**src/rtl/shift_rotate_iter_if.sv**
```systemverilog
// Request/result bundle between the Ra/Rb/Z buses and the iterative shift/rotate unit.
interface shift_rotate_iter_if #(
  parameter int WIDTH = 32
);
  logic             start;
  logic [2:0]       op;
  logic [WIDTH-1:0] a_in;
  logic [WIDTH-1:0] amount;
  logic             busy;
  logic             done;
  logic [WIDTH-1:0] result;

  modport master (
    output start, op, a_in, amount,
    input  busy, done, result
  );

  modport slave (
    input  start, op, a_in, amount,
    output busy, done, result
  );
endinterface

```
**src/rtl/shift_rotate_iter.sv**
```systemverilog
// Iterative shift/rotate: one bit per cycle, n cycles busy then a one-cycle done pulse.
// No backpressure; start is only accepted in IDLE and requests in RUN/DONE are dropped.
module shift_rotate_iter #(
  parameter int WIDTH = 32,
  parameter int CNT_W = $clog2(WIDTH)
) (
  input  logic               clk,
  input  logic               clear,
  shift_rotate_iter_if.slave bus
);
  typedef enum logic [1:0] {
    IDLE = 2'd0,
    RUN  = 2'd1,
    DONE = 2'd2
  } state_t;

  localparam logic [2:0] OP_SHR  = 3'd0;
  localparam logic [2:0] OP_SHRA = 3'd1;
  localparam logic [2:0] OP_SHL  = 3'd2;
  localparam logic [2:0] OP_ROR  = 3'd3;
  localparam logic [2:0] OP_ROL  = 3'd4;

  state_t           state;
  state_t           state_nxt;
  logic [WIDTH-1:0] res;
  logic [2:0]       op_q;
  logic [CNT_W-1:0] cnt;
  logic [CNT_W-1:0] amt_lo;
  logic             pass_thru;
  logic             unused_amount_hi;

  // Shift counts wrap modulo WIDTH: upper amount bits are deliberately dropped.
  assign amt_lo           = bus.amount[CNT_W-1:0];
  assign unused_amount_hi = ^bus.amount[WIDTH-1:CNT_W];
  assign pass_thru        = (bus.op > OP_ROL);

  function automatic logic [WIDTH-1:0] step(input logic [2:0] o, input logic [WIDTH-1:0] r);
    case (o)
      OP_SHR:  step = {1'b0, r[WIDTH-1:1]};
      OP_SHRA: step = {r[WIDTH-1], r[WIDTH-1:1]};
      OP_SHL:  step = {r[WIDTH-2:0], 1'b0};
      OP_ROR:  step = {r[0], r[WIDTH-1:1]};
      OP_ROL:  step = {r[WIDTH-2:0], r[WIDTH-1]};
      default: step = r;
    endcase
  endfunction

  always_ff @(posedge clk or posedge clear) begin
    if (clear) begin
      state <= IDLE;
    end else begin
      state <= state_nxt;
    end
  end

  always_comb begin
    state_nxt = state;
    case (state)
      IDLE: begin
        if (bus.start) begin
          state_nxt = (amt_lo == '0 || pass_thru) ? DONE : RUN;
        end
      end
      RUN: begin
        if (cnt == CNT_W'(1)) begin
          state_nxt = DONE;
        end
      end
      DONE:    state_nxt = IDLE;
      default: state_nxt = IDLE;
    endcase
  end

  always_ff @(posedge clk or posedge clear) begin
    if (clear) begin
      res  <= '0;
      op_q <= '0;
      cnt  <= '0;
    end else begin
      case (state)
        IDLE: begin
          if (bus.start) begin
            res  <= bus.a_in;
            op_q <= bus.op;
            cnt  <= amt_lo;
          end
        end
        RUN: begin
          res <= step(op_q, res);
          cnt <= cnt - CNT_W'(1);
        end
        default: ;
      endcase
    end
  end

  assign bus.busy   = (state == RUN);
  assign bus.done   = (state == DONE);
  assign bus.result = res;
endmodule

```
**src/flat_wrapper.sv**
```systemverilog
// flat-port wrapper written by rule: the top's interface ports become plain ports
module shift_rotate_iter_flat 
#(
  parameter int WIDTH = 32,
  parameter int CNT_W = $clog2(WIDTH)
)
  (clk, clear, bus_start, bus_op, bus_a_in, bus_amount, bus_busy, bus_done, bus_result);
  shift_rotate_iter_if #(.WIDTH(WIDTH)) bus_i ();
  input  logic clk;
  input  logic clear;
  input wire logic [$bits(bus_i.start)-1:0] bus_start;
  input wire logic [$bits(bus_i.op)-1:0] bus_op;
  input wire logic [$bits(bus_i.a_in)-1:0] bus_a_in;
  input wire logic [$bits(bus_i.amount)-1:0] bus_amount;
  output wire logic [$bits(bus_i.busy)-1:0] bus_busy;
  output wire logic [$bits(bus_i.done)-1:0] bus_done;
  output wire logic [$bits(bus_i.result)-1:0] bus_result;
  assign bus_i.start = bus_start;
  assign bus_i.op = bus_op;
  assign bus_i.a_in = bus_a_in;
  assign bus_i.amount = bus_amount;
  assign bus_busy = bus_i.busy;
  assign bus_done = bus_i.done;
  assign bus_result = bus_i.result;
  shift_rotate_iter #(.WIDTH(WIDTH), .CNT_W(CNT_W)) u_core (.clk(clk), .clear(clear), .bus(bus_i));
endmodule
```
**config.mk**
```make
export PLATFORM = sky130hd
export DESIGN_NAME = shift_rotate_iter_flat
export DESIGN_NICKNAME = d
export VERILOG_FILES = /design/src/rtl/shift_rotate_iter_if.sv /design/src/rtl/shift_rotate_iter.sv /design/src/flat_wrapper.sv
export SDC_FILE = /design/constraint.sdc
export NUM_CORES = 1
export LEC_CHECK = 0
export CELL_PAD_IN_SITES_DETAIL_PLACEMENT = 0
export CELL_PAD_IN_SITES_GLOBAL_PLACEMENT = 1
export CORE_ASPECT_RATIO = 1.75
export CORE_MARGIN = 5
export CORE_UTILIZATION = 46
export CTS_CLUSTER_DIAMETER = 100
export DETAILED_ROUTE_END_ITERATION = 10
export DONT_BUFFER_PORTS = 1
export GPL_ROUTABILITY_DRIVEN = 0
export GPL_TIMING_DRIVEN = 1
export PLACE_DENSITY_LB_ADDON = 0.3
export SYNTH_ARGS = -nofsm -noshare
export SYNTH_HDL_FRONTEND = slang
export SYNTH_SLANG_ARGS = --single-unit
```
**constraint.sdc**
```tcl
create_clock -name clk -period 1.8 [get_ports clk]
set_input_delay 0.45 -clock clk [delete_from_list [all_inputs] [get_ports clk]]
set_output_delay 0.45 -clock clk [all_outputs]
set_load 0.01 [all_outputs]
```
==> results.json, run 1 <==
{
  "grt.total_usage_pct": 19.46,
  "first_iter_violations": 125,
  "crit_path_start_kind": "register",
  "reg2reg_slack_ps": 300,
  "fin_crit_sh_pct": 89.48,
  "io_pins": 104,
  "synth_top_area_cell": "dfrtp_1",
  "ant_nets": 0,
  "synth_compound_area_share_pct": 19.93,
  "cts_tree": "yes",
  "synth_area_um2": 2399,
  "synth_area_leaders": "dfrtp_1, mux2i_1, nand3_1",
  "synth-simple-area-share_pct": 17.32,
  "setup_viol": 0,
  "portBuffers": 0,
  "synthCells": 252,
  "clk_latency_ps": 290,
  "reg2reg_depth": 6,
  "numCtsBuffers": 5,
  "routedWlPerCell_um": 20.12,
  "grt_overflow": 0,
  "drtPass1Iterations": 4,
  "finalCriticalPeriod_ps": 1611,
  "core_um2": 5020,
  "irDropWorstVdd_v": 0.001055,
  "postLayoutCellArea_um2": 2620,
  "n_antenna_cell": 0,
  "skew_ps": 8.178,
  "fillers": 509,
  "vias": 1908,
  "start_util_pct": 47.78,
  "hold_path.class": "in2async",
  "drc_errors": 0,
  "synthXorXnorAreaFrac_pct": 0.3652,
  "cts_resized": 0,
  "maxCapViolations": 0,
  "hold_viol": 0,
  "grt_max_degree": 32,
  "p_leak_uw": 0.001116,
  "status": "finished, final reports clean",
  "dieWidth_um": 64.59,
  "vias_per_cell": 6.175,
  "nets": 326,
  "crit_type": "reg2out",
  "routed_wl_mm": 6.216,
  "yosysUniqueCellTypes": 35,
  "tightest_slew_ps": 465.4,
  "synthMuxAreaShare_pct": 12.52,
  "total_power_uw": 6065,
  "drive_gt1_share_pct": 13.73,
  "die_area_um2": 6815,
  "gr-usage-met3_pct": 5.431,
  "cts_hold_buf": 0,
  "rows": 34,
  "synth_top_family_by_area": "compound AO/OA/AOI/OAI gates",
  "r2r_start": "u_core.state[0]$_DFFE_PP0P_",
  "clkTransAtPathRegs_ps": 80,
  "end_kind": "output pin",
  "clkSinkCount": 42,
  "met1_usage_pct": 21.94,
  "rr_endpoint": "u_core.bus.result[9]$_DFFE_PP0P_",
  "slew_headroom_pct": 68.93,
  "postSynthNetCount": 324,
  "area_delta_synth_final_pct": 9.233,
  "dieHeight_um": 105.5,
  "ys_ff_latch": 42,
  "ys.flop_type": "dfrtp_1",
  "synth-adder-area-share_pct": 1.043,
  "synth_top_area_share_pct": 43.82,
  "cts_buffer_depth": 2,
  "grt_antenna_before_repair": 0,
  "rsz0062_at_grt": "no",
  "avgSynthCellArea_um2": 9.518,
  "busiest_layer": "met2",
  "cts_setup_buffers": 0,
  "crit_required_ps": 1350,
  "cts_root_buf": "clkbuf_8",
  "grtUsageMet2_pct": 35.21,
  "cts-htree-levels": 2,
  "async_flop_share_pct": 100.0,
  "grt_pass1_vias": 2112,
  "ys_warn_count": 0,
  "grt_pass1_wl_mm": 10.64,
  "cp_max_fo": 8,
  "tns_ps": 0,
  "ys_seq_area_share_pct": 43.82,
  "report.final.slew_viol_count": 0,
  "synth_edf_count": 0,
  "place_hpwl_mm": 4.600,
  "arrival_ps": 1160,
  "pwr_density_cell_nw_per_um2": 2315,
  "fmax_ghz": 0.6209,
  "place_area_um2": 2511
}
[worst max path at each step]
stage	start	end	slack (ps)	depth (start not counted)
5_1_grt	u_core.state[0]$_DFFE_PP0P_	bus_done	80	2
6_report	u_core.state[0]$_DFFE_PP0P_	bus_done	190	2
4_1_cts	u_core.state[0]$_DFFE_PP0P_	bus_done	170	2
2_1_floorplan	bus_amount[3]	u_core.state[1]$_DFFE_PP0P_	330	4
3_3_place_gp	bus_amount[3]	u_core.state[1]$_DFFE_PP0P_	160	4
3_5_place_dp	bus_amount[3]	u_core.state[1]$_DFFE_PP0P_	140	4
[where the power goes]
group / leakage, µW / switching (µW) / internal (µW) / total, µW
Combinational: 0.000553 / 1670 / 1410 / 3070
Clock: 0.0000579 / 330 / 409 / 739
Sequential: 0.000505 / 810 / 1440 / 2250
Total: 0.00112 / 2810 / 3260 / 6060
[area by class of cell]
type	count	area (µm²)	area share (%)
multi-input combinational	185	1231	46.99
sequential	42	1051	40.11
timing repair buffer	13	135.1	5.158
clock buffer	5	68.82	2.627
tap	54	67.56	2.579
clock inverter	3	40.04	1.528
inverter	7	26.28	1.003
[metrics by stage]
step	setup slack (ps)	util [%]	hold WS (ps)	instances
finish	189.4	52.19	48.24	309
global route	83.94	52.19	79.25	309
CTS	172.1	52.19	54.36	309
global placement	164.1	50.02	373.5	301
floorplan	329.9	-	459.8	252
detailed placement	136.9	50.02	375.6	301
[Yosys cell counts (2+ instances only)]
cell / number
a211oi_1: 2
a21oi_1: 10
buf_2: 3
buf_6: 3
clkbuf_1: 12
dfrtp_1: 42
ha_1: 2
inv_1: 7
mux2i_1: 30
nand2_1: 42
nand2b_1: 5
nand3_1: 32
nor2_1: 6
o211ai_1: 21
o211ai_2: 9
o21ai_0: 4
o21ai_1: 2
o22a_1: 3
[cells in the final DEF, fill, tap and decap left out, types with 2 or more instances in the layout]
cell	instances
a21oi_1	9
o211ai_2	9
dfrtp_1	42
o211ai_1	21
a211oi_1	2
nand2b_1	5
nor2_1	6
inv_1	6
ha_1	2
o21ai_0	4
o21ai_1	2
buf_4	10
buf_12	3
o22a_1	3
clkbuf_8	5
nand3_1	32
mux2i_1	30
clkinv_2	2
nand2_1	42
[critical path, cell delays in order, from the launching register on]
cell     delay [ps]
dfrtp_1         470
buf_4           200
nor2b_1         210
[logic make-up (layout without fill, tap and decap cells)]
family	Yosys count	after routing
xor+xnor	1	1
compound gates	61	61
flops	42	42
mux	30	30
fa+ha+maj	2	2
simple gates	91	91
buf+inv	25	28
[registers in the layout, summed over array words and instances (netlist names)]
name,cells
u_core.cnt,5
u_core.bus.result,32
u_core.state,2
u_core.op_q,3
[metal layers]
metal	vias up	wire length, µm
met3	7	403
met5	-	0
met4	0	80
met1	933	2355
li1	915	-
met2	53	3376
No activity file was read; power rests on OpenSTA's default activity.
==> run 2: changes to the inputs <==
- HOLD_SLACK_MARGIN: unset -> 0.1
==> results.json, run 2 (synthesis results as in run 1) <==
{
  "finalCriticalPeriod_ps": 1611,
  "pwr_density_cell_nw_per_um2": 2308,
  "cts_resized": 0,
  "setup_viol": 0,
  "grt_overflow": 0,
  "drtPass1Iterations": 4,
  "post-place-ws_ps": 136.9,
  "layout_common_cells": "nand2_1, dfrtp_1, nand3_1, mux2i_1, o211ai_1",
  "largest_register_ff_count": 32,
  "maxCapViolations": 0,
  "crit_type": "reg2out",
  "vias": 1915,
  "tns_ps": 0,
  "dieWidth_um": 64.59,
  "routedWlPerCell_um": 20.13,
  "vias_per_cell": 6.177,
  "rsz0062_at_grt": "no",
  "grt_pass1_vias": 2122,
  "tightest_slew_ps": 462.8,
  "numCtsBuffers": 5,
  "ant_nets": 0,
  "clkSinkCount": 42,
  "end_kind": "output pin",
  "skew_ps": 8.101,
  "grt_max_degree": 32,
  "arrival_ps": 1160,
  "fmax_ghz": 0.6206,
  "rows": 34,
  "clkTransAtPathRegs_ps": 70,
  "crit_buf_inv": 1,
  "cp_max_fo": 8,
  "holdWs_ps": 269.5,
  "slew_headroom_pct": 69.10,
  "report.final.slew_viol_count": 0,
  "cts-htree-levels": 2,
  "hold_viol": 0,
  "drive_gt1_share_pct": 13.67,
  "crit_required_ps": 1350,
  "crit_slowest_cell": "dfrtp_1",
  "reg2reg_slack_ps": 290,
  "grt.total_usage_pct": 19.51,
  "irDropWorstVdd_v": 0.001053,
  "cts_tree": "yes",
  "cts_buffer_depth": 2,
  "fin_crit_sh_pct": 89.53,
  "cpLargestDelayFamily": "flip-flops",
  "dieHeight_um": 105.5,
  "first_iter_violations": 106,
  "core_um2": 5020,
  "crit_path_start_kind": "register",
  "fin_ws_ps": 188.5,
  "portBuffers": 0,
  "clk_latency_ps": 290,
  "area_delta_synth_final_pct": 9.650,
  "drc_errors": 0,
  "nets": 327,
  "routed_wl_mm": 6.240,
  "path_cells": "buf_4, nor2b_1",
  "hold_path.class": "in2reg",
  "place_hpwl_mm": 4.600,
  "status": "finished, final reports clean",
  "start_util_pct": 47.78,
  "die_area_um2": 6815,
  "cts_root_buf": "clkbuf_8",
  "p_leak_uw": 0.001120,
  "final_cells": 310,
  "io_pins": 104,
  "critPathMaxStageDelay_ps": 470,
  "n_antenna_cell": 0,
  "grt_pass1_wl_mm": 10.67,
  "place_inst": 301,
  "grt_antenna_before_repair": 0
}
==> run 2: cell types whose count changed in the layout (fill, tap and decap cells not counted), sizes merged <==
cell / before / now
dlygate4sd3: 0 / 1
==> run 2: metrics by stage <==
step	area, µm²	util [%]	power (µW)
floorplan	2399	-	4552
global placement	2511	50.02	5338
detailed placement	2511	50.02	5408
CTS	2630	52.39	6168
global route	2630	52.39	6608
finish	2630	52.39	6070
==> run 2: layout make-up <==
| class | count | area [µm²] |
|---|---|---|
| Timing Repair Buffer | 14 | 145.1 |
| Clock inverter | 3 | 40.04 |
| Tap cell | 54 | 67.56 |
| Multi-Input combinational cell | 185 | 1231 |
| Fill cell | 508 | 2390 |
| Sequential cell | 42 | 1051 |
| Clock buffer | 5 | 68.82 |
| Inverter | 7 | 26.28 |
==> run 2: worst paths after layout <==
path,from,endpoint,cells past startpoint
min in group asynchronous,clear,u_core.cnt[2]$_DFFE_PP0P_,2
hold / removal,bus_op[1],u_core.op_q[1]$_DFFE_PP0P_,2
max in group asynchronous,clear,u_core.bus.result[23]$_DFFE_PP0P_,3
setup reg to reg,u_core.state[0]$_DFFE_PP0P_,u_core.bus.result[9]$_DFFE_PP0P_,6
setup / recovery,u_core.state[0]$_DFFE_PP0P_,bus_done,2
hold reg to reg,u_core.cnt[4]$_DFFE_PP0P_,u_core.cnt[4]$_DFFE_PP0P_,1
==> run 2: worst reg2reg max path: stages (launching register included) <==
cell and delay (ps):
dfrtp_1 470, nand2b_1 160, inv_1 120, nand2b_1 90, buf_4 360, nand3_1 140
o211ai_1 100
==> run 2: report_power, final <==
part | internal, µW | switching [µW]
sequential | 1440 | 811
combinational | 1410 | 1670
clock | 409 | 330
total | 3260 | 2810
==> run 2: timing repair <==
item                      4_1_cts  5_1_grt
setup buffers                   0        0
hold endpoints to repair       19        0
hold buffers                    1        0
==> run 2: metal layers <==
metal / vias up / GRT usage [%] / wire length (µm)
met5: - / 0 / 0
met4: 0 / 5.446 / 80
met3: 7 / 5.431 / 404
met2: 55 / 35.36 / 3384
met1: 936 / 21.94 / 2371
li1: 917 / - / -
